File: src/rtl/cpu_sequencer_pkg.sv
// Shared types and constants for the instruction sequencer.
package cpu_sequencer_pkg;

  localparam int unsigned OPCODE_W    = 4;
  localparam int unsigned COUNT_W     = 16;
  localparam int unsigned WDOG_W      = 4;
  localparam int unsigned ACK_TIMEOUT = 15;

  localparam logic [OPCODE_W-1:0] OP_LOAD  = 4'b1101;
  localparam logic [OPCODE_W-1:0] OP_STORE = 4'b1110;

  typedef enum logic [2:0] {
    ST_IDLE,
    ST_FETCH,
    ST_DECODE,
    ST_MEM,
    ST_EXEC,
    ST_ERROR
  } state_e;

  function automatic logic is_mem_op(input logic [OPCODE_W-1:0] op);
    return (op == OP_LOAD) || (op == OP_STORE);
  endfunction

endpackage

File: src/rtl/cpu_sequencer_if.sv
// Control/handshake bundle between the sequencer and the datapath/memory side.
interface cpu_sequencer_if;
  import cpu_sequencer_pkg::*;

  logic                run;
  logic [OPCODE_W-1:0] opcode;
  logic                mem_ack;
  logic                mem_req;
  logic                mem_we;
  logic                addr_sel;
  logic                ir_load;
  logic                commit;
  logic                busy;
  logic                err;
  logic [COUNT_W-1:0]  instr_count;

  modport master (
    output run, opcode, mem_ack,
    input  mem_req, mem_we, addr_sel, ir_load, commit, busy, err, instr_count
  );

  modport slave (
    input  run, opcode, mem_ack,
    output mem_req, mem_we, addr_sel, ir_load, commit, busy, err, instr_count
  );
endinterface

File: src/rtl/cpu_sequencer_ack_watchdog.sv
// Counts request cycles without an ack; flags expiry on the last allowed cycle.
module ack_watchdog
  import cpu_sequencer_pkg::*;
(
  input  logic clk,
  input  logic rst_n,
  input  logic clear,
  input  logic tick,
  output logic expired
);

  logic [WDOG_W-1:0] cnt_q, cnt_d;

  // Expiry fires in the cycle that would be the ACK_TIMEOUT-th unanswered one.
  assign expired = tick && (cnt_q == WDOG_W'(ACK_TIMEOUT - 1));

  always_comb begin
    cnt_d = cnt_q;
    if (clear) begin
      cnt_d = '0;
    end else if (tick && !expired) begin
      cnt_d = cnt_q + WDOG_W'(1);
    end
  end

  always_ff @(posedge clk or negedge rst_n) begin
    if (!rst_n) begin
      cnt_q <= '0;
    end else begin
      cnt_q <= cnt_d;
    end
  end

endmodule

File: src/rtl/cpu_sequencer.sv
// Multi-cycle instruction sequencer: fetch, decode, optional memory access, execute.
module cpu_sequencer
  import cpu_sequencer_pkg::*;
(
  input logic            clk,
  input logic            rst_n,
  cpu_sequencer_if.slave bus
);

  state_e             state_q, state_d;
  logic               store_q, store_d;
  logic [COUNT_W-1:0] instr_count_q, instr_count_d;

  logic mem_req_c, mem_we_c, addr_sel_c, ir_load_c, commit_c, busy_c, err_c;
  logic wd_clear, wd_tick, wd_expired;

  // Watchdog sits at zero outside request states, so it is clear on every entry.
  assign wd_clear = !((state_q == ST_FETCH) || (state_q == ST_MEM));

  ack_watchdog u_wdog (
    .clk     (clk),
    .rst_n   (rst_n),
    .clear   (wd_clear),
    .tick    (wd_tick),
    .expired (wd_expired)
  );

  always_comb begin
    state_d       = state_q;
    store_d       = store_q;
    instr_count_d = instr_count_q;
    mem_req_c     = 1'b0;
    mem_we_c      = 1'b0;
    addr_sel_c    = 1'b0;
    ir_load_c     = 1'b0;
    commit_c      = 1'b0;
    busy_c        = 1'b1;
    err_c         = 1'b0;
    wd_tick       = 1'b0;

    case (state_q)
      ST_IDLE: begin
        busy_c = 1'b0;
        if (bus.run) state_d = ST_FETCH;
      end
      ST_FETCH: begin
        mem_req_c = 1'b1;
        if (bus.mem_ack) begin
          ir_load_c = 1'b1;
          state_d   = ST_DECODE;
        end else begin
          wd_tick = 1'b1;
          if (wd_expired) state_d = ST_ERROR;
        end
      end
      ST_DECODE: begin
        // Direction is captured here so mem_we cannot move while MEM is pending.
        store_d = (bus.opcode == OP_STORE);
        state_d = is_mem_op(bus.opcode) ? ST_MEM : ST_EXEC;
      end
      ST_MEM: begin
        mem_req_c  = 1'b1;
        addr_sel_c = 1'b1;
        mem_we_c   = store_q;
        if (bus.mem_ack) begin
          state_d = ST_EXEC;
        end else begin
          wd_tick = 1'b1;
          if (wd_expired) state_d = ST_ERROR;
        end
      end
      ST_EXEC: begin
        commit_c      = 1'b1;
        instr_count_d = instr_count_q + COUNT_W'(1);
        state_d       = bus.run ? ST_FETCH : ST_IDLE;
      end
      ST_ERROR: begin
        busy_c = 1'b0;
        err_c  = 1'b1;
      end
      default: begin
        state_d = ST_IDLE;
      end
    endcase
  end

  always_ff @(posedge clk or negedge rst_n) begin
    if (!rst_n) begin
      state_q       <= ST_IDLE;
      store_q       <= 1'b0;
      instr_count_q <= '0;
    end else begin
      state_q       <= state_d;
      store_q       <= store_d;
      instr_count_q <= instr_count_d;
    end
  end

  assign bus.mem_req     = mem_req_c;
  assign bus.mem_we      = mem_we_c;
  assign bus.addr_sel    = addr_sel_c;
  assign bus.ir_load     = ir_load_c;
  assign bus.commit      = commit_c;
  assign bus.busy        = busy_c;
  assign bus.err         = err_c;
  assign bus.instr_count = instr_count_q;

endmodule

File: src/flat_wrapper.sv
// flat-port wrapper written by rule: the top's interface ports become plain ports
module cpu_sequencer_flat import cpu_sequencer_pkg::*;
  (clk, rst_n, bus_run, bus_opcode, bus_mem_ack, bus_mem_req, bus_mem_we, bus_addr_sel, bus_ir_load, bus_commit, bus_busy, bus_err, bus_instr_count);
  cpu_sequencer_if bus_i ();
  input logic clk;
  input logic rst_n;
  input wire logic [$bits(bus_i.run)-1:0] bus_run;
  input wire logic [$bits(bus_i.opcode)-1:0] bus_opcode;
  input wire logic [$bits(bus_i.mem_ack)-1:0] bus_mem_ack;
  output wire logic [$bits(bus_i.mem_req)-1:0] bus_mem_req;
  output wire logic [$bits(bus_i.mem_we)-1:0] bus_mem_we;
  output wire logic [$bits(bus_i.addr_sel)-1:0] bus_addr_sel;
  output wire logic [$bits(bus_i.ir_load)-1:0] bus_ir_load;
  output wire logic [$bits(bus_i.commit)-1:0] bus_commit;
  output wire logic [$bits(bus_i.busy)-1:0] bus_busy;
  output wire logic [$bits(bus_i.err)-1:0] bus_err;
  output wire logic [$bits(bus_i.instr_count)-1:0] bus_instr_count;
  assign bus_i.run = bus_run;
  assign bus_i.opcode = bus_opcode;
  assign bus_i.mem_ack = bus_mem_ack;
  assign bus_mem_req = bus_i.mem_req;
  assign bus_mem_we = bus_i.mem_we;
  assign bus_addr_sel = bus_i.addr_sel;
  assign bus_ir_load = bus_i.ir_load;
  assign bus_commit = bus_i.commit;
  assign bus_busy = bus_i.busy;
  assign bus_err = bus_i.err;
  assign bus_instr_count = bus_i.instr_count;
  cpu_sequencer u_core (.clk(clk), .rst_n(rst_n), .bus(bus_i));
endmodule
File: config.mk
export PLATFORM = sky130hd
export DESIGN_NAME = cpu_sequencer_flat
export DESIGN_NICKNAME = d
export VERILOG_FILES = /design/src/rtl/cpu_sequencer_pkg.sv /design/src/rtl/cpu_sequencer_if.sv /design/src/rtl/cpu_sequencer_ack_watchdog.sv /design/src/rtl/cpu_sequencer.sv /design/src/flat_wrapper.sv
export SDC_FILE = /design/constraint.sdc
export NUM_CORES = 1
export LEC_CHECK = 0
export ABC_CLOCK_PERIOD_IN_PS = 1700
export BUFFER_PORTS_ARGS = -buffer_cell sky130_fd_sc_hd__buf_2
export CAP_MARGIN = 20
export CORE_ASPECT_RATIO = 0.9
export CORE_MARGIN = 4
export CORE_UTILIZATION = 47
export DETAILED_ROUTE_END_ITERATION = 10
export GPL_TIMING_DRIVEN = 0
export PLACE_DENSITY = 0.74
export SYNTH_ARGS = -nofsm -noshare
export SYNTH_HDL_FRONTEND = slang
export SYNTH_HIERARCHICAL = 1
export SYNTH_SLANG_ARGS = --single-unit
File: constraint.sdc
create_clock -name clk -period 1.7 [get_ports clk]
set_input_delay 0.34 -clock clk [delete_from_list [all_inputs] [get_ports clk]]
set_output_delay 0.34 -clock clk [all_outputs]
set_load 0.01 [all_outputs]
== After elaboration in Yosys (flattened, before gate mapping) ==
Index checks and enable logic that the tools add are counted.
Word-level totals
  memories kept: 0
  latch bits: 0
  bits in read-only memories: 0
  bits in writable memories: 0
  bits of input ports: 8
  register bits after elaboration: 24
Operators by class
  reductions and logical operators: 9
  multiplexer cells: 19
  bitwise logic cells: 1
  shift-type cells: 0
  order comparisons: 0
  multipliers: 0
  add/sub/neg operators: 2
  equal/unequal tests: 10
  divide/modulo/power cells: 0
Operator list (number)
  $pmux 3 s6: 1
  $add 16x1->16 const B: 1
  $mux 3: 5
  $eq 4x4->1 const B: 3
  $mux 1: 11
  $mux 4: 2
  $eq 3x2->1 const B: 2
  $eq 3x3->1 const B: 2
  $add 4x1->4 const B: 1
  $ne 2x2->1 const B: 2
  $reduce_or 2->1: 2
  $eq 3x1->1 const B: 1
  $logic_not 3->1: 1
  $logic_and 1x1->1: 2
  $logic_or 1x1->1: 2
  $reduce_and 2->1: 1
  $logic_not 1->1: 1
  $not 1->1: 1

== Logic depth before layout (Yosys ltp) ==
  depth in word-level cells: 8
  mapped depth: 7
  mapped depth without buffers: 7

== By module ==
Netlist, hierarchy kept.
By module, submodules not included
  cpu_sequencer: area an instance 1008.5 µm², cells each 93, instances 1
  ack_watchdog: area an instance 254.0 µm², cells each 24, instances 1

== Least setup slack after synthesis ==
OpenSTA, ideal clock, no wires.
  kind: register to register
  start point: register u_core.state_q[2]
  end point: register u_core.u_wdog.cnt_q[0]
  data required time: 1575 ps
  data arrival time: 1754 ps
  stages on the path, launching flop included: 7
  setup slack: -179 ps
  cell sequence: dfrtp_1 nor2b_1 inv_1 nor2_1 inv_2 a31oi_4 mux2_4
Between the ends
  longest elaborated chain between the ends: 7
RTL lines
  from (decl): line cpu_sequencer.sv:10  | state_e state_q, state_d;
  from (signal assigned): line cpu_sequencer.sv:93  | state_q <= state_d;
  $eq 3x2->1 / $eq 3x1->1 (equally long branches): line cpu_sequencer.sv:41  | case (state_q)
  $reduce_or 2->1 (no source line) *
  $mux 1 *
  named net u_core.wd_tick: line cpu_sequencer.sv:15  | logic wd_clear, wd_tick, wd_expired;
  $logic_and 1x1->1: line cpu_sequencer_ack_watchdog.sv:15  | assign expired = tick && (cnt_q == WDOG_W'(ACK_TIMEOUT - 1));
  $logic_not 1->1: line cpu_sequencer_ack_watchdog.sv:21  | end else if (tick && !expired) begin
  $logic_and 1x1->1 *: line cpu_sequencer_ack_watchdog.sv:21
  $ne 2x2->1 (no source line) *
  to (signal assigned): line cpu_sequencer_ack_watchdog.sv:30  | cnt_q <= cnt_d;
  to (decl): line cpu_sequencer_ack_watchdog.sv:12  | logic [WDOG_W-1:0] cnt_q, cnt_d;
Mark *: on every way through the listed nets, which the timed path passes. The rest lies on a longest branch.
A chain may end at the register's enable or synchronous reset.

== Worst setup path after layout ==
  start point: register u_core.state_q[0]
  end point: output port bus_busy
Between the ends
  longest elaborated chain between the ends: 3
RTL lines
  $eq 3x3->1 / $logic_not 3->1 (equally long branches): line cpu_sequencer.sv:41
  $reduce_or 2->1 (no source line) *
  $mux 1 *: line cpu_sequencer.sv:41
  to (decl): line flat_wrapper.sv:15  | output wire logic [$bits(bus_i.busy)-1:0] bus_busy;
Mark *: on every way between the ends. The rest lies on a longest branch, timed or not.

==> results.cfg <==
[worst_setup_path]
r2r_cells = 6
path_cells = nor2b_4 > or3_1 > buf_2
critPathTopFamily = simple AND/OR/NAND/NOR gates
cp.arrival_ns = 1.40
crit_path_end_kind = output port
crit_type = register to output port
worst_path_max_delay_cell = dfrtp_2
rrSetupSlack_ns = 0.09
r2r-start = u_core/state_q[2]
timing.rr.end = u_core/u_wdog/cnt_q[1]
crit_path_start_kind = register
slowest_delay_ns = 0.45
cp.required_ns = 1.36
path_buf_inv = 1
cp_max_fo = 4

[detailed_routing]
routedWlPerCell_um = 13.90
drt_iter0_markers = 52
vias = 1023
final_antenna_net_count = 0
dr.pass1.iters = 4
totalWireLength_mm = 2.668
vias_per_cell = 5.328
drc = 0

[finish]
drive_gt1_frac = 0.3902
nNetsFinal = 176
final_core_utilization = 0.6550
n_antenna_cell = 0
fin_cells = 192
fin_area_um2 = 1644
area_growth_syn_to_layout_pct = 30.23

[placement]
hpwl_mm = 1.827
numPortBuffers = 30
pre_cts_ws_ns = -0.07374
globalplace.congestion = 0.8290
dp.cells = 175
placed_area_um2 = 1453

[floorplan]
ios = 31
dieArea_um2 = 3580
rows = 17
die_width_um = 62.63
coreArea_um2 = 2510
die_h_um = 57.17
start_util = 0.5030

[global_routing]
top_usage_layer = met2
first_global_vias = 1060
grt-ovfl-total = 0
grt_pass1_wl_mm = 4.754
met1_usage = 0.1925
met2_usage = 0.2918
antenna_found_initial = 0
met3_usage = 0.04528
grt_max_degree = 25
grt_usage = 0.1648

[synthesis]
synthCells = 117
synth_area_um2 = 1262
ys_ff_latch = 24
yosysWarnings = 6
yosysSeqAreaShare = 0.4757
synth.distinct_cells = 38
synth_area_per_cell_um2 = 10.79
async_flop_share = 1.000
synth_edf_count = 0
ys.flop_type = dfrtp_1
syn_nets = 128

[timing]
finalHoldViolCount = 0
final.setup.tns_ns = -0.03668
rsz0062_at_grt = true
setup_viol = 1
fmax_mhz = 575.8
holdWs_ns = 0.2042
finalCritPeriodShare = 1.022
tightest_slew_ns = 0.5275
timing.clock.skew_ns = 0.001454
setup_slack_ns = -0.03668
min_period_ns = 1.737
slew_headroom = 0.6483
maxSlewViolCount = 0

[clocking]
cts_max_path_buffers = 2
cts_buffers = 3
cts_sinks = 24
cts_tree = yes
htreeDepth = 1
path_clk_slew_ns = 0.13
clock-root-buffer = clkbuf_4
insertion_delay_ns = 0.32

[worst_hold_path]
min_path_type = primary input to register
holdCritStartpoint = bus_opcode[0]
hold_depth = 2
hold_end = u_core/store_q

[pwr]
p_total_mw = 2.130
max-vdd-ir-drop_uv = 884.1
p_leak_nw = 0.8549
power_per_cell_area_nw_per_um2 = 1296

[run_status]
violations = setup timing
status = finished, violations left

[job]
maxCapViolCount = 0
-- cells in the mapped netlist, types with 2 or more instances --
| master | n | area [µm²] |
|---|---|---|
| dfrtp_1 | 24 | 600.6 |
| nand2_1 | 10 | 37.54 |
| xnor2_1 | 10 | 87.58 |
| nor2_1 | 8 | 30.03 |
| inv_1 | 6 | 22.52 |
| xor2_1 | 6 | 52.55 |
| a21oi_1 | 4 | 20.02 |
| and3_1 | 4 | 25.02 |
| nand3_1 | 4 | 20.02 |
| nand4_1 | 4 | 25.02 |
| ha_1 | 3 | 37.54 |
| nor3_1 | 3 | 15.01 |
| and4_1 | 2 | 17.52 |
| clkbuf_1 | 2 | 7.510 |
| mux2_4 | 2 | 30.03 |
| nor2b_1 | 2 | 12.51 |
| or3_1 | 2 | 12.51 |
-- registers in the layout, indices dropped and copies added (netlist names) --
register,flops
u_core/u_wdog/cnt_q,4
u_core/bus.instr_count,16
u_core/state_q,3
u_core/store_q,1
-- worst register-to-register path, delay by kind of cell (launching register included) --
| family | cells | cell delay, ns |
|---|---|---|
| AOI/OAI and AO/OA | 1 | 0.18 |
| DFF | 1 | 0.48 |
| buffers and inverters | 2 | 0.18 |
| and+or+nand+nor | 2 | 0.36 |
| muxes | 1 | 0.32 |
-- where the power goes --
| part | switching (mW) | leakage, nW | internal, mW |
|---|---|---|---|
| Combinational | 0.432 | 0.506 | 0.489 |
| Sequential | 0.119 | 0.321 | 0.671 |
| Clock | 0.180 | 0.0279 | 0.239 |
| Total | 0.732 | 0.855 | 1.40 |
-- placed cells by master (no fill, tap or decap), types with 3 or more instances in the layout --
master | synthesis | final
buf_2 | 0 | 30
nand2_1 | 10 | 10
nand3_1 | 4 | 4
a21oi_1 | 4 | 4
buf_4 | 0 | 12
and3_1 | 4 | 4
nand4_1 | 4 | 4
nor2_1 | 8 | 7
inv_1 | 6 | 5
xnor2_1 | 10 | 10
xor2_1 | 6 | 6
ha_1 | 3 | 3
dfrtp_1 | 24 | 22
clkbuf_4 | 0 | 3
-- metal layers --
layer	share of wire	wire length (µm)	vias up
met5	0	0	-
met4	0.0067	18	0
met3	0.064	171	2
met2	0.50	1338	32
met1	0.43	1139	487
li1	-	-	502
-- cell families after synthesis --
kind of cell,share of synthesized area
mux,0.03271
xor+xnor,0.1110
buf+inv,0.02676
fa+ha+maj,0.02974
flops,0.4757
simple gates,0.2438
compound gates,0.08029
-- layout make-up --
cell class,instances,area [µm²]
sequential,24,603.1
multi-input combinational,84,649.4
fill,211,865.8
clock inverter,1,30.03
timing repair buffer,43,250.2
tap,28,35.03
clock buffer,3,22.52
buffer,2,27.53
inverter,7,26.28
-- timing repair --
action | 4_1_cts | 5_1_grt
buffers inserted | 10 | 2
gates resized for setup | 12 | 0
pin swaps | 1 | 3
hold buffers | 1 | 0
endpoints found under the hold margin | 24 | 0
setup endpoints to repair | 9 | 6
-- how the worst max path moves through the flow --
stage,from,endpoint,depth (start not counted)
after floorplan,u_core/state_q[2],u_core/u_wdog/cnt_q[0],6
final,u_core/state_q[0],bus_busy,3
after global placement,u_core/state_q[2],u_core/u_wdog/cnt_q[1],6
after global routing,u_core/state_q[0],bus_busy,3
after CTS,u_core/state_q[0],bus_busy,3
after detailed placement,u_core/state_q[2],u_core/u_wdog/cnt_q[1],6
Power figures use the tool's default switching activity.
